### config.mk
export PLATFORM = sky130hd
export DESIGN_NAME = mul_unit_seq
export DESIGN_NICKNAME = d
export VERILOG_FILES = /design/src/rtl/mul_unit_seq.sv
export SDC_FILE = /design/constraint.sdc
export NUM_CORES = 1
export LEC_CHECK = 0
export BUFFER_PORTS_ARGS = -buffer_cell sky130_fd_sc_hd__buf_4
export CAP_MARGIN = 20
export CELL_PAD_IN_SITES_DETAIL_PLACEMENT = 1
export CELL_PAD_IN_SITES_GLOBAL_PLACEMENT = 2
export CORE_ASPECT_RATIO = 1.75
export CORE_UTILIZATION = 34
export DETAILED_ROUTE_END_ITERATION = 12
export PLACE_DENSITY = 0.9
export REMOVE_ABC_BUFFERS = 1
export SETUP_SLACK_MARGIN = 0.15
export SLEW_MARGIN = 30
export SYNTH_ARGS = -nofsm -noshare
export SYNTH_HDL_FRONTEND = slang
export SYNTH_SLANG_ARGS = --single-unit
### constraint.sdc
create_clock -name clk -period 4.4 [get_ports clk]
set_input_delay 0.22 -clock clk [delete_from_list [all_inputs] [get_ports clk]]
set_output_delay 0.22 -clock clk [all_outputs]
set_load 0.01 [all_outputs]
### src/rtl/mul_unit_seq.sv
// rtl/mul_unit_seq.sv - sequential shift-add multiplier for sign-magnitude operands
module mul_unit_seq #(
  parameter int N     = 32,
  parameter int MAG_W = 15
) (
  input  logic         clk,
  input  logic         rst_n,
  input  logic         start,
  input  logic [N-1:0] a,
  input  logic [N-1:0] b,
  output logic         busy,
  output logic         done,
  output logic [N-1:0] c,
  output logic         cout,
  output logic         zero,
  output logic         overflow,
  output logic         neg
);

  localparam int CNT_W = $clog2(MAG_W + 1);

  typedef enum logic [1:0] {IDLE, RUN, DONE} state_t;

  state_t               state, state_nxt;
  logic [MAG_W-1:0]     mag_a, mag_b;
  logic                 sgn;
  logic [2*MAG_W-1:0]   acc;
  logic [2*MAG_W-1:0]   addend;
  logic [CNT_W-1:0]     cnt;
  logic                 accept, last, bit_set;
  logic [N-1:0]         c_nxt;

  // Operand bits above the sign are don't-care by definition.
  logic unused_hi;
  assign unused_hi = ^{a[N-1:MAG_W+1], b[N-1:MAG_W+1]};

  assign accept  = start && (state != RUN);
  assign last    = (cnt == CNT_W'(MAG_W));
  assign bit_set = |(mag_b & (MAG_W'(1) << cnt));
  assign addend  = {{MAG_W{1'b0}}, mag_a} << cnt;
  assign busy    = (state == RUN);
  assign done    = (state == DONE);

  always_comb begin
    c_nxt            = '0;
    c_nxt[MAG_W:0]   = {sgn, acc[MAG_W-1:0]};
  end

  always_ff @(posedge clk or negedge rst_n) begin
    if (!rst_n) state <= IDLE;
    else        state <= state_nxt;
  end

  always_comb begin
    state_nxt = state;
    case (state)
      IDLE:    if (start) state_nxt = RUN;
      RUN:     if (last)  state_nxt = DONE;
      DONE:    state_nxt = start ? RUN : IDLE;
      default: state_nxt = IDLE;
    endcase
  end

  always_ff @(posedge clk or negedge rst_n) begin
    if (!rst_n) begin
      mag_a <= '0;
      mag_b <= '0;
      sgn   <= 1'b0;
      acc   <= '0;
      cnt   <= '0;
    end else if (accept) begin
      mag_a <= a[MAG_W-1:0];
      mag_b <= b[MAG_W-1:0];
      sgn   <= a[MAG_W] ^ b[MAG_W];
      acc   <= '0;
      cnt   <= '0;
    end else if (state == RUN && !last) begin
      if (bit_set) acc <= acc + addend;
      cnt <= cnt + CNT_W'(1);
    end
  end

  // Results only move on DONE entry and otherwise hold, including through IDLE.
  always_ff @(posedge clk or negedge rst_n) begin
    if (!rst_n) begin
      c        <= '0;
      cout     <= 1'b0;
      zero     <= 1'b0;
      overflow <= 1'b0;
      neg      <= 1'b0;
    end else if (state == RUN && last) begin
      c        <= c_nxt;
      cout     <= acc[MAG_W];
      zero     <= (acc == '0);
      overflow <= |acc[2*MAG_W-1:MAG_W];
      neg      <= sgn;
    end
  end

endmodule

==> results.toml <==
[status]
outcome = "complete, no violations"

[timing]
slew_violations = 0
max-slew-margin-rel = 0.3766
post-route-period-util = 0.8651
fmax_mhz = 262.7
hold_violations = 0
fin_skew_ps = 6.869
worstMarginPinSlew_ps = 935.1
rsz0062_at_grt = "false"
setup_viol = 0
final.min_clock_period_ps = 3806
final.setup.tns_ps = 0

[logic_synthesis]
syn_inst = 702
yosysUniqueCellTypes = 67
synth.top_cell.area_share = 0.3564
synth_edf_count = 0
syn_avg_cell_area_um2 = 8.602
post-synth-top-count-cell = "nand2_1"
synth_area_um2 = 6038
synth_common_cells = "139 x nand2_1, 86 x dfrtp_1, 50 x a21oi_1"
synth_ff_type = "dfrtp_1"
ys_seq_area_frac = 0.3564
yosysWarningCount = 0
ys_top_cells_by_area = "dfrtp_1 36%, nand2_1 8.6%, ha_1 7.3%, mux2_2 4.7%, a21oi_1 4.1%"
async_reset_ff_frac = 1.000
yosys.area.top_type = "dfrtp_1"
ys_seq_elements = 86

[placed_design]
gp_congestion = 0.8980
dp_hpwl_um = 12460
port_buffers = 56

[run]
maxCapViolations = 0

[layout]
nets = 845
areaGrowthSynthToFinish_pct = 13.68
antennaDiodeCount = 0
drive_above_1_share = 0.1836

[drt]
ant_nets = 0
num_vias = 5147
drt-vias-per-instance = 5.268
drc = 0
drt_wl_total_um = 16200
drt_pass1_iterations = 4
wl_per_cell_um = 16.58
drt-initial-drc-count = 145

[power_and_ir_drop]
clockPowerShare = 0.116
switching_share = 0.4913
intPower_mw = 3.240
p_sw_mw = 3.130
p_leak_nw = 3.211
comb_power_share = 0.643
p_seq_frac = 0.242
ir_drop_mv = 0.2598
p_per_area_nw_per_um2 = 928.0
power_mw = 6.370

[clock_network]
clk_latency_ps = 350
cts.sinks = 86
cts.path.max_buffers = 2
cts_tree = "yes"
cts_made_buffers = 9
clock-root-buffer = "clkbuf_16"
htree_levels = 3
path_clk_slew_ps = 60
cts_setup_buffers = 0

[global_route]
grt_usage = 0.1921
grt_pass1_wl_um = 27230
antenna_found_initial = 0
grt_max_degree = 51
first_global_vias = 5530
overflow = 0

[worst_setup_path]
criticalPathCategory = "flip-flop to flip-flop"
rr_endpoint = "acc[27]"
worst_setup_path_start_kind = "flip-flop"
required_ps = 4610
reg2regPathDepth = 14
end_kind = "flip-flop"
r2r_slack_ps = 590
r2r-start = "cnt[1]"
crit_arrival_ps = 4010
cp_max_fo = 23

[min_path]
whs_endpoint = "mag_a[7]"
min_from = "a[7]"
hp-class = "primary input to flip-flop"
holdPathStages = 3

[floorplan]
core_um2 = 17460
chipWidth_um = 102.7
dieArea_um2 = 18320
boundaryPins = 105
start_util = 0.3459
fp.dieH_um = 178.3
num_rows = 64
## state kept, by name, indices dropped and copies added (netlist names)
signal and flops:
cnt 4, sgn 1, mag_b 15, acc 30, mag_a 15, neg 1, c 15, overflow 1
state 2, cout 1, zero 1
## timing repair
action                                  CTS  global route
hold buffers                              1             0
endpoints found under the setup margin    0             8
resized for setup                         0             2
endpoints found under the hold margin    36             0
## worst max-delay path by stage
stage | cells past startpoint | startpoint | to | slack [ps]
CTS | 15 | cnt[0] | acc[24] | 290
global placement | 14 | cnt[1] | acc[24] | 400
floorplan | 9 | cnt[0] | acc[27] | 640
global route | 16 | cnt[0] | acc[27] | 270
detailed placement | 15 | cnt[0] | acc[24] | 340
finish | 14 | cnt[1] | acc[27] | 590
## metrics by stage
step                setup slack (ps)  instances    util  instance area [µm²]  hold slack (ps)
finish                         593.5        977  0.3932                 6864            54.86
global route                   268.7        977  0.3932                 6864            54.88
CTS                            294.0        977  0.3928                 6857            46.04
detailed placement             337.0        961  0.3760                 6564            210.7
global placement               397.6        961  0.3760                 6564            208.9
floorplan                      639.1        664       -                 5773           -75.59
## cells in the final DEF, fill, tap and decap left out, types with 3 or more instances in the layout
master and count:
o21ai_1 22, nand2_2 4, a221o_1 3, and2_1 4
nor3_1 10, conb_1 16, inv_1 15, o21bai_1 7
nor2_1 39, buf_4 66, nand2b_1 6, mux2i_1 13
a21oi_1 50, nand2_1 138, dfrtp_1 84, nor4_1 6
clkbuf_16 9, ha_1 35, xnor2_1 16, and4_1 3
a21o_1 12, nor2b_1 5, xor2_1 12, a21oi_2 6
and3_1 5, mux4_2 4, nand3_1 36, a31oi_1 3
nand4_1 8, o21ai_0 34, mux2_2 25, a211oi_1 4
## worst max-delay path, cell delays in order (launching register included)
cell,delay (ps)
dfrtp_2,640
mux2_2,400
o21ai_0,230
nor2_1,70
a21oi_1,260
nor2_1,120
ha_1,370
nand2_1,90
o21ai_1,110
a211oi_1,280
a21oi_1,190
a21o_1,260
a31oi_1,290
mux2i_1,240
o311ai_1,120
## power groups by stage
stage / combinational [mW] / sequential (mW) / clock [mW]
after floorplan: 2.93 / 1.51 / 0
after global placement: 3.98 / 1.53 / 0
after detailed placement: 4.08 / 1.56 / 0
after CTS: 4.12 / 1.54 / 0.765
after global routing: 4.59 / 1.60 / 0.788
final: 4.09 / 1.54 / 0.739
## per-layer routing
layer | routed length, µm | GRT usage | up-vias
met1 | 6384 | 0.2106 | 2494
met5 | 0 | 0 | -
li1 | - | - | 2519
met4 | 781 | 0.1074 | 0
met3 | 285 | 0.01998 | 42
met2 | 8748 | 0.3514 | 92
## layout make-up
cell class	count	area [µm²]
Clock buffer	11	252.7
Sequential cell	86	2155
Inverter	17	63.81
Tap cell	231	289.0
Fill cell	2156	10590
Multi-Input combinational cell	561	3568
Clock inverter	4	30.03
Timing Repair Buffer	67	505.5
## kinds of logic after synthesis
kind of cell / after synthesis / share of synthesized area
and+or+nand+nor: 274 / 0.2049
AOI/OAI and AO/OA: 164 / 0.1728
DFF: 86 / 0.3564
buffers and inverters: 70 / 0.06382
muxes: 43 / 0.08496
adders and majority gates: 36 / 0.07584
xor gates and xnor gates: 28 / 0.04061
other: 1 / 0.0006210
No activity file was read; power rests on OpenSTA's default activity.
